--- src/rtl/vector_scalar_divider.sv ---
// Divides each component of a packed 3x32 signed fixed-point vector by one signed scalar.
// Three restoring dividers share a bit counter and produce one quotient bit per clock.
module vector_scalar_divider #(
    parameter int FRAC_BITS = 16
) (
    input  logic        clk,
    input  logic        rst,
    input  logic        in_valid,
    output logic        in_ready,
    input  logic [95:0] v,
    input  logic [31:0] s,
    output logic        out_valid,
    input  logic        out_ready,
    output logic [95:0] r,
    output logic        div_by_zero
);

    localparam int QW = 32 + FRAC_BITS;
    localparam int CW = $clog2(QW);

    typedef enum logic [1:0] {
        IDLE = 2'd0,
        DIV  = 2'd1,
        DONE = 2'd2
    } state_t;

    state_t          state_q, state_d;
    logic [CW-1:0]   cnt_q, cnt_d;
    logic [31:0]     div_q, div_d;
    logic [QW-1:0]   dq_q  [3];
    logic [QW-1:0]   dq_d  [3];
    logic [31:0]     rem_q [3];
    logic [31:0]     rem_d [3];
    logic [2:0]      neg_q, neg_d;
    logic [2:0]      vneg_q, vneg_d;
    logic [2:0]      vnz_q, vnz_d;
    logic            out_valid_q, out_valid_d;
    logic [95:0]     r_q, r_d;
    logic            dbz_q, dbz_d;

    function automatic logic [31:0] abs32(input logic [31:0] x);
        if (x[31]) begin
            abs32 = 32'd0 - x;
        end else begin
            abs32 = x;
        end
    endfunction

    // One restoring step: the dividend shifts out of dq's top while quotient bits enter its bottom.
    function automatic logic [QW+31:0] div_step(input logic [31:0] rem,
                                                input logic [QW-1:0] dq,
                                                input logic [31:0] d);
        logic [32:0] trial;
        trial = {rem, dq[QW-1]};
        if (trial >= {1'b0, d}) begin
            div_step = {trial[31:0] - d, dq[QW-2:0], 1'b1};
        end else begin
            div_step = {trial[31:0], dq[QW-2:0], 1'b0};
        end
    endfunction

    function automatic logic [31:0] finalize(input logic [QW-1:0] q, input logic neg);
        if (q[QW-1:31] != {(QW-31){1'b0}}) begin
            finalize = neg ? 32'h8000_0000 : 32'h7FFF_FFFF;
        end else if (neg) begin
            finalize = 32'd0 - q[31:0];
        end else begin
            finalize = q[31:0];
        end
    endfunction

    function automatic logic [31:0] dbz_value(input logic is_neg, input logic is_nz);
        if (!is_nz) begin
            dbz_value = 32'h0000_0000;
        end else if (is_neg) begin
            dbz_value = 32'h8000_0000;
        end else begin
            dbz_value = 32'h7FFF_FFFF;
        end
    endfunction

    assign in_ready    = (state_q == IDLE) && !rst;
    assign out_valid   = out_valid_q;
    assign r           = r_q;
    assign div_by_zero = dbz_q;

    // Next-state, datapath step and output-register loads.
    always_comb begin
        logic [QW+31:0] step;
        state_d     = state_q;
        cnt_d       = cnt_q;
        div_d       = div_q;
        neg_d       = neg_q;
        vneg_d      = vneg_q;
        vnz_d       = vnz_q;
        out_valid_d = out_valid_q;
        r_d         = r_q;
        dbz_d       = dbz_q;
        step        = {(QW+32){1'b0}};
        for (int i = 0; i < 3; i++) begin
            dq_d[i]  = dq_q[i];
            rem_d[i] = rem_q[i];
        end

        case (state_q)
            IDLE: begin
                if (in_valid && in_ready) begin
                    div_d = abs32(s);
                    cnt_d = CW'(QW - 1);
                    for (int i = 0; i < 3; i++) begin
                        dq_d[i]   = {abs32(v[32*i +: 32]), {FRAC_BITS{1'b0}}};
                        rem_d[i]  = 32'd0;
                        neg_d[i]  = v[32*i + 31] ^ s[31];
                        vneg_d[i] = v[32*i + 31];
                        vnz_d[i]  = (v[32*i +: 32] != 32'd0);
                    end
                    state_d = (s == 32'd0) ? DONE : DIV;
                end else begin
                    state_d = IDLE;
                end
            end
            DIV: begin
                for (int i = 0; i < 3; i++) begin
                    step     = div_step(rem_q[i], dq_q[i], div_q);
                    rem_d[i] = step[QW+31:QW];
                    dq_d[i]  = step[QW-1:0];
                    if (cnt_q == {CW{1'b0}}) begin
                        r_d[32*i +: 32] = finalize(step[QW-1:0], neg_q[i]);
                    end else begin
                        r_d[32*i +: 32] = r_q[32*i +: 32];
                    end
                end
                if (cnt_q == {CW{1'b0}}) begin
                    state_d     = DONE;
                    out_valid_d = 1'b1;
                    dbz_d       = 1'b0;
                end else begin
                    cnt_d = cnt_q - CW'(1);
                end
            end
            DONE: begin
                // A zero divisor enters DONE straight from IDLE; its result loads on the first DONE clock.
                if (!out_valid_q) begin
                    for (int i = 0; i < 3; i++) begin
                        r_d[32*i +: 32] = dbz_value(vneg_q[i], vnz_q[i]);
                    end
                    out_valid_d = 1'b1;
                    dbz_d       = 1'b1;
                end else if (out_ready) begin
                    out_valid_d = 1'b0;
                    state_d     = IDLE;
                end else begin
                    state_d = DONE;
                end
            end
            default: begin
                state_d = IDLE;
            end
        endcase
    end

    // State and datapath registers with synchronous reset.
    always_ff @(posedge clk) begin
        if (rst) begin
            state_q     <= IDLE;
            cnt_q       <= {CW{1'b0}};
            div_q       <= 32'd0;
            neg_q       <= 3'd0;
            vneg_q      <= 3'd0;
            vnz_q       <= 3'd0;
            out_valid_q <= 1'b0;
            r_q         <= 96'd0;
            dbz_q       <= 1'b0;
            for (int i = 0; i < 3; i++) begin
                dq_q[i]  <= {QW{1'b0}};
                rem_q[i] <= 32'd0;
            end
        end else begin
            state_q     <= state_d;
            cnt_q       <= cnt_d;
            div_q       <= div_d;
            neg_q       <= neg_d;
            vneg_q      <= vneg_d;
            vnz_q       <= vnz_d;
            out_valid_q <= out_valid_d;
            r_q         <= r_d;
            dbz_q       <= dbz_d;
            for (int i = 0; i < 3; i++) begin
                dq_q[i]  <= dq_d[i];
                rem_q[i] <= rem_d[i];
            end
        end
    end

endmodule

--- config.mk ---
export PLATFORM = sky130hd
export DESIGN_NAME = vector_scalar_divider
export DESIGN_NICKNAME = d
export VERILOG_FILES = /design/src/rtl/vector_scalar_divider.sv
export SDC_FILE = /design/constraint.sdc
export NUM_CORES = 1
export LEC_CHECK = 0
export ABC_CLOCK_PERIOD_IN_PS = 5200
export BUFFER_PORTS_ARGS = -buffer_cell sky130_fd_sc_hd__buf_2
export CORE_AREA = 8 8 259 261
export DETAILED_ROUTE_END_ITERATION = 16
export DIE_AREA = 0 0 267 269
export PLACE_DENSITY = 0.68
export SKIP_CTS_REPAIR_TIMING = 1
export SLEW_MARGIN = 20
export SYNTH_ARGS = -nofsm -noshare
export SYNTH_HDL_FRONTEND = slang
export SYNTH_SLANG_ARGS = --single-unit
--- constraint.sdc ---
create_clock -name clk -period 5.2 [get_ports clk]
set_input_delay 1.04 -clock clk [delete_from_list [all_inputs] [get_ports clk]]
set_output_delay 1.04 -clock clk [all_outputs]
set_load 0.02 [all_outputs]
# Word level (Yosys, flattened, before mapping)
# Memory sizes are Yosys's and may differ from the RTL's.
# Index checks and enable logic that the tools add are counted.
# totals
mem_bits_rw	240
input_bits	132
word_cells	119
reg_bits	147
output_inout_bits	99
mem_count	2
# classes
addsub	11
reduce_logical	19
order_cmp	3
mux	59
bitwise_logic	9
n_eq_ne	7
# mem_list
memory	depth	word_bits	rd	rd_clocked_by_memory_dff	write_ports	line_no	text
dq_q	3	48	3	0	3	30	logic [QW-1:0] dq_q [3];
rem_q	3	32	3	0	3	32	logic [31:0] rem_q [3];
# ops
cell	n
$mux W32	25
$mux W80	6
$pmux W96 S2	2
$pmux W144 S2	1
$sub A1 B32 Y32 const A	7
$mux W96	2
$mux W144	1
$mux W48	3
$ge A33 B32 Y1	3
$reduce_bool A32 Y1	3
$sub A32 B32 Y32	3
$reduce_bool A17 Y1	3
$logic_not A32 Y1	1
$mux W6	2
$pmux W6 S2	1
$mux W2	5
$mux W1	8
$ne A2 B2 Y1 const B	4
$logic_not A6 Y1	1
$or A1 B1 Y1	6
$pmux W2 S3	1
$reduce_and A2 Y1	3
$reduce_and A3 Y1	2
$sub A6 B1 Y6 const B	1
other kinds (9)	14

# Logic depth before layout (Yosys ltp)
# Gate-level depths: netlist of the first run.
# logic_depth
ltp_word	8
mapped_depth	25

# Worst setup path before layout of the first run
# No wires, ideal clock.
# synth_path
path_type	register to register
from	reg div_q[1]
to	reg r_q[50], in the netlist r[50]
arrival_time_ps	5367
setup_slack_ps	-284
stages_incl_launch_ff	23
path_buffers	2
path_cell_list	dfxtp_1 > inv_1 > ha_1 > nor2b_1 > o31a_1 > o31a_1 > a21oi_1 > and3b_1 > a221o_1 > nand2_1 > inv_1 > clkbuf_1 > buf_1 > ha_1 > or3b_2 > or3_1 > nor3_1 > nand2_1 > or3_1 > or3_1 > a221oi_1 > o21ai_0 > o211a_1
# synth_between
elab_chain_len	8
# synth_lines
item	line_no	text
from (decl)	29	logic [31:0] div_q, div_d;
from (signal assigned)	181	div_q <= div_d;
$ge A33 B32 Y1	55	if (trial >= {1'b0, d}) begin
$mux W80	55	
$mux W80	105	case (state_q)
$sub A1 B32 Y32	66	finalize = 32'd0 - q[31:0];
$mux W32	65	end else if (neg) begin
$mux W32	63	if (q[QW-1:31] != {(QW-31){1'b0}}) begin
$mux W32	127	if (cnt_q == {CW{1'b0}}) begin
$pmux W96 S2	105	
to (signal assigned)	186	r_q <= r_d;
to (decl)	38	logic [95:0] r_q, r_d;
# Every way passes these cells. The select of a mux whose other input is x is not followed.
# A chain may end at the register's enable or synchronous reset.

# Worst setup path after layout of the first run
# Ends and elaborated chain as after synthesis.

==> out/qor.yml, run 1 <==
synth-simple-area-share_pct: 22.15
yosysSeqAreaShare_pct: 31.04
ys_types: 77
r2r_start: "div_q[1]"
timing.rr.end: "r[50]"
cts_sinks: 387
cp.depth: 21
max_slew_margin_pct: 28.95
ys_warn_count: 0
synth_top_area_share_pct: 31.04
synth-edff-count: 0
io_buffers: 230
max-cap-violations: 0
cts_tree: "built"
reg2reg_slack_ps: 180
finalClockSkew_ps: 30.94
hold_violations: 0
drive_gt1_share_pct: 12.66
path_max_fanout: 4
critPathTopFamily: "simple AND/OR/NAND/NOR gates"
ant_nets: 0
grt_pass1_wl_mm: 129.4
min_from: "div_q[18]"
row_count: 92
fin_setup_tns_ps: 0
peakVddDrop_mv: 0.2751
drt_iter0_markers: 2419
ios: 231
overflow: 0
nets: 3588
status: "finished, final reports clean"
grt_pass1_vias: 23010
synthArstFlopShare_pct: 0
arrival_ps: 5550
synth_top_family_by_area: "compound AO/OA/AOI/OAI gates"
crit_required_ps: 5730
ys.flop_type: "dfxtp_1"
crit_top_cell: "or3_1"
clkTransAtPathRegs_ps: 60
ys_seq_elements: 387
dp_hpwl_mm: 57.88
first_pass_iters: 9
drc: 0
hold_class: "register to register"
synth_top_area_cell: "dfxtp_1"
finalMaxSlewViolations: 0
rsz0062_at_grt: "no"
power_leakage_nw: 11.29
gr-usage-all-layers_pct: 21.89
synth_most_common_cell: "nor2_1"
power_mw: 10.63
syn_area_per_cell_um2: 7.701
area_delta_synth_final_pct: 14.16
synth.area.top_cells: "dfxtp_1 31%, nor2_1 6.5%, ha_1 5.3%, xnor2_1 4.9%, o21ai_0 4.5%"
tightest_slew_ps: 1064
routedWlPerCell_um: 19.77
routed_via_density: 6.016
reg2regPathDepth: 21
post-route-min-period_ps: 5023
crit_path_end: "r[50]"
placed_cell_area_um2: 26870
clockRootBuffer: "clkbuf_16"
finalSetupViolations: 0
worstSkewPairLatency_ps: 590
worstSetupStartpoint: "div_q[1]"
die_h_um: 269
core_area_um2: 62740
synth_compound_area_share_pct: 26.69
synthMuxAreaShare_pct: 2.155
dieWidth_um: 267
synth_common_cells: "430 x nor2_1, 387 x dfxtp_1, 241 x nand2_1"
cts_buffers: 46
crit_slowest_cell: "or3b_2"
routed_wl_mm: 83.65
fmax_mhz: 199.1
cts_max_path_buffers: 3
fin_crit_sh_pct: 96.59
syn_nets: 3481
p_per_area_nw_per_um2: 373.1
die_area_um2: 71820
synthCells: 3241
synth-xor-area-share_pct: 7.720
syn_area_um2: 24960
antenna_found_initial: 8
cts-htree-levels: 2
start_kind: "register"
start_util_pct: 39.79
postLayoutCellArea_um2: 28490
critPathBufInv: 2
routed-via-count: 25460
cp-end-kind: "register"
slowest_delay_ps: 470
critPathKind: "register to register"
grt_max_degree: 172
synthAdderAreaFrac_pct: 5.504
path_cells: "inv_1 -> ha_1 -> nor2b_1 -> o31a_1 -> o31a_1 -> a21oi_1 -> and3b_2 -> a221o_1 -> nand2_1 -> inv_1 -> ha_1 -> or3b_2 -> or3_1 -> nor3_4 -> nand2_1 -> or3_1 -> or3_1 -> o21ai_0 -> a221oi_1 -> o21ai_0 -> o211a_1"
place_congestion: 0.9503
flip-flops by register name, summed over array words and instances (netlist names):
name	count
vnz_q	3
vneg_q	3
div_by_zero	1
rem_q	96
dq_q	144
out_valid	1
cnt_q	6
state_q	2
div_q	32
r	96
neg_q	3
where the power goes:
| part | total, mW | leakage [nW] | internal [mW] | switching, mW |
|---|---|---|---|---|
| Sequential | 3.45 | 3.15 | 3.23 | 0.223 |
| Clock | 3.37 | 0.759 | 2.02 | 1.35 |
| Combinational | 3.81 | 7.38 | 1.37 | 2.44 |
| Total | 10.6 | 11.3 | 6.62 | 4.01 |
worst min path at each step:
stage | slack (ps) | cells after the start | endpoint
finish | 470 | 2 | div_q[18]
global route | 490 | 2 | div_q[29]
CTS | 480 | 2 | div_q[19]
detailed placement | 460 | 2 | div_q[17]
global placement | 460 | 2 | div_q[16]
floorplan | 430 | 2 | rem_q[0][63]
routing by layer:
metal	up-vias	track usage (%)	part of all wire, %	wire length [um]
li1	12250	-	-	-
met1	12110	28.89	43	36190
met2	931	35.76	46	38370
met3	161	3.902	7.5	6283
met4	8	7.719	3.3	2764
met5	-	0	0.050	42
cell families (layout without fill, tap and decap cells):
| family | Yosys count | count (layout) |
|---|---|---|
| simple gates | 1174 | 1174 |
| xor+xnor | 220 | 220 |
| compound gates | 986 | 986 |
| mux | 52 | 52 |
| flops | 387 | 387 |
| fa+ha+maj | 108 | 108 |
| other cells | 0 | 4 |
| buf+inv | 314 | 455 |
cell usage in the layout (no fill, tap or decap), types with 37 or more instances in the layout:
master	synthesis	routed
a22oi_1	65	65
dfxtp_1	387	386
ha_1	105	105
a222oi_1	92	92
xor2_1	81	81
buf_4	0	59
xnor2_1	139	139
nand3_1	89	89
buf_2	3	229
o31ai_1	52	51
nor4_1	45	45
a31oi_1	38	37
inv_1	77	76
nand2_1	241	240
or3_1	54	54
clkbuf_16	0	46
nor3_1	134	131
nor2_1	430	428
a21oi_1	221	220
a211oi_1	41	41
o21ai_0	222	221
mux2i_1	38	38
final cells by class:
cell class	count	area [um^2]
fillers	6288	34240
multi-input cells	2540	16150
flip-flops and latches	387	7749
repair buffers	292	1672
clock buffers	62	1281
well taps	846	1059
inverters	81	304.0
clock inverters	20	269.0
diodes	4	10.01
worst register-to-register path: stages, from the launching register on:
cell and delay, ps:
dfxtp_2 320, inv_1 80, ha_1 320, nor2b_1 150
o31a_1 280, o31a_1 300, a21oi_1 190, and3b_2 260
a221o_1 200, nand2_1 80, inv_1 80, ha_1 190
or3b_2 470, or3_1 400, nor3_4 180, nand2_1 140
or3_1 380, or3_1 340, o21ai_0 160, a221oi_1 120
o21ai_0 180, o211a_1 180
metrics by stage:
step                setup slack, ps  std cells  hold WS (ps)  utilization (%)
floorplan                     35.33       3241         426.5                -
global placement              249.0       4145         456.3            42.83
detailed placement            105.9       4145         462.5            42.83
CTS                           98.30       4227         476.8            45.30
global route                  14.51       4229         489.0            45.41
finish                        177.4       4232         471.2            45.42
Power figures use the tool's default switching activity.
==> run 2: changes to the inputs <==
--- a/config.mk
+++ b/config.mk
@@ -7,9 +7,9 @@
 export LEC_CHECK = 0
 export ABC_CLOCK_PERIOD_IN_PS = 5200
-export BUFFER_PORTS_ARGS = -buffer_cell sky130_fd_sc_hd__buf_2
 export CORE_AREA = 8 8 259 261
 export DETAILED_ROUTE_END_ITERATION = 16
 export DIE_AREA = 0 0 267 269
-export PLACE_DENSITY = 0.68
+export DONT_BUFFER_PORTS = 1
+export PLACE_DENSITY = 0.65
 export SKIP_CTS_REPAIR_TIMING = 1
 export SLEW_MARGIN = 20
==> constraint.sdc (replaced) <==
create_clock -name clk -period 5.2 [get_ports clk]
set_input_delay 0.26 -clock clk [delete_from_list [all_inputs] [get_ports clk]]
set_output_delay 0.26 -clock clk [all_outputs]
set_load 0.02 [all_outputs]
==> out/qor.yml, run 2 (synthesis results as in run 1) <==
status: "complete, but fails checks"
violations: "negative hold slack"
critPathTopFamily: "simple AND/OR/NAND/NOR gates"
finalSetupViolations: 0
peakVddDrop_mv: 0.2977
routed-via-count: 25100
max-cap-violations: 0
postLayoutCellArea_um2: 28440
globalRouteMet3Util_pct: 4.221
ant_nets: 0
fmax_mhz: 201.4
max_slew_margin_pct: 2.371
place_congestion: 0.9137
routed_wl_mm: 84.03
die_h_um: 269
fin_setup_tns_ps: 0
power_leakage_nw: 10.73
pwr-share-comb_pct: 32.3
clkPwrFrac_pct: 33.0
hold_violations: 31
grt_max_degree: 276
tightest_slew_ps: 1464
drive_gt1_share_pct: 6.540
routed_via_density: 6.116
power_frac_seq_pct: 34.7
p_int_mw: 6.610
final_common_cell: "nor2_1"
hold_class: "primary input to register"
worst_slack_ps: 233.7
grt_pass1_vias: 22330
io_buffers: 0
finalClockSkew_ps: 24.68
area_delta_synth_final_pct: 13.93
critPathBufInv: 2
drt_iter0_markers: 2589
cts_max_path_buffers: 3
cts_sinks: 387
regMostFlops: "dq_q"
power.net_switching_mw: 3.943
start_kind: "register"
dp_hpwl_mm: 55.08
crit_slowest_cell: "or3b_2"
overflow: 0
place_inst: 3920
placed_cell_area_um2: 25730
drc: 0
worstSkewPairLatency_ps: 600
finalMaxSlewViolations: 0
power_mw: 10.55
crit_required_ps: 5730
row_count: 92
clockRootBuffer: "clkbuf_16"
nets: 3463
grt_pass1_wl_mm: 125.2
cp-end-kind: "register"
p_sw_share_pct: 37.36
post-place-ws_ps: -26.50
layout_common_cells: "428 x nor2_1, 386 x dfxtp_1, 238 x nand2_1"
fin_crit_sh_pct: 95.51
grt_busiest_layer: "met2"
fin_cells: 4104
ios: 231
largest_reg_flops: 144
p_per_area_nw_per_um2: 371.1
cts_tree: "built"
first_pass_iters: 9
path_cells: "inv_1 -> ha_1 -> nor2b_1 -> o31a_1 -> o31a_1 -> a21oi_2 -> and3b_2 -> a221o_1 -> nand2_1 -> inv_1 -> ha_1 -> or3b_2 -> or3_4 -> nor3_2 -> nand2_2 -> or3_1 -> or3_1 -> o21ai_0 -> a221oi_1 -> o21ai_0 -> o211a_1"
path_max_fanout: 4
use_met1_pct: 27.22
post-route-min-period_ps: 4966
cts-htree-levels: 2
gr-usage-all-layers_pct: 21.14
start_util_pct: 39.79
timing.hold.ws_ps: -66.96
cts_buffers: 47
arrival_ps: 5500
routedWlPerCell_um: 20.48
dieWidth_um: 267
clkTransAtPathRegs_ps: 60
die_area_um2: 71820
critPathKind: "register to register"
core_area_um2: 62740
final_util_pct: 45.33
gr-usage-met2_pct: 35.30
antenna_found_initial: 0
slowest_delay_ps: 470
-- run 2: changes by cell type in the layout (fill, tap and decap cells not counted), sizes merged --
cell / change
clkinv: +3
diode: -3
clkbuf: -1
buf: -224
clkinvlp: -2
inv: +1
dlygate4sd3: +98
-- run 2: metal layers --
layer  wire length [um]  up-vias
li1                   -    12000
met1              35070    11910
met4               2801        0
met2              39420     1012
met5                  0        -
met3               6741      177
-- run 2: final cells by class --
cell class / instances / area [um^2]
repair buffers: 166 / 1536
flip-flops and latches: 387 / 7749
diodes: 1 / 2.502
well taps: 846 / 1059
clock inverters: 22 / 314.1
inverters: 81 / 304.0
clock buffers: 61 / 1309
multi-input cells: 2540 / 16160
fillers: 6165 / 34300
-- run 2: final timing paths --
check | start | end | slack, ps | depth (start not counted)
setup / recovery | div_q[1] | r[50] | 230 | 21
hold reg to reg | div_q[23] | div_q[23] | 470 | 2
setup reg to reg | div_q[1] | r[50] | 230 | 21
hold / removal | s[31] | div_q[23] | -70 | 3
-- run 2: power by group through the flow --
stage | logic [mW] | registers, mW | clock network [mW]
2_1_floorplan | 2.48 | 3.60 | 0
3_3_place_gp | 3.20 | 3.73 | 0
3_5_place_dp | 3.21 | 3.73 | 0
4_1_cts | 3.23 | 3.67 | 3.55
5_1_grt | 3.74 | 3.70 | 3.66
6_report | 3.40 | 3.66 | 3.48
-- run 2: tightest hold or removal path: cells and delay by family --
kind | cells | cell delay (ps)
AND/OR/NAND/NOR | 1 | 60
XOR/XNOR | 1 | 60
AO/OA/AOI/OAI | 1 | 120
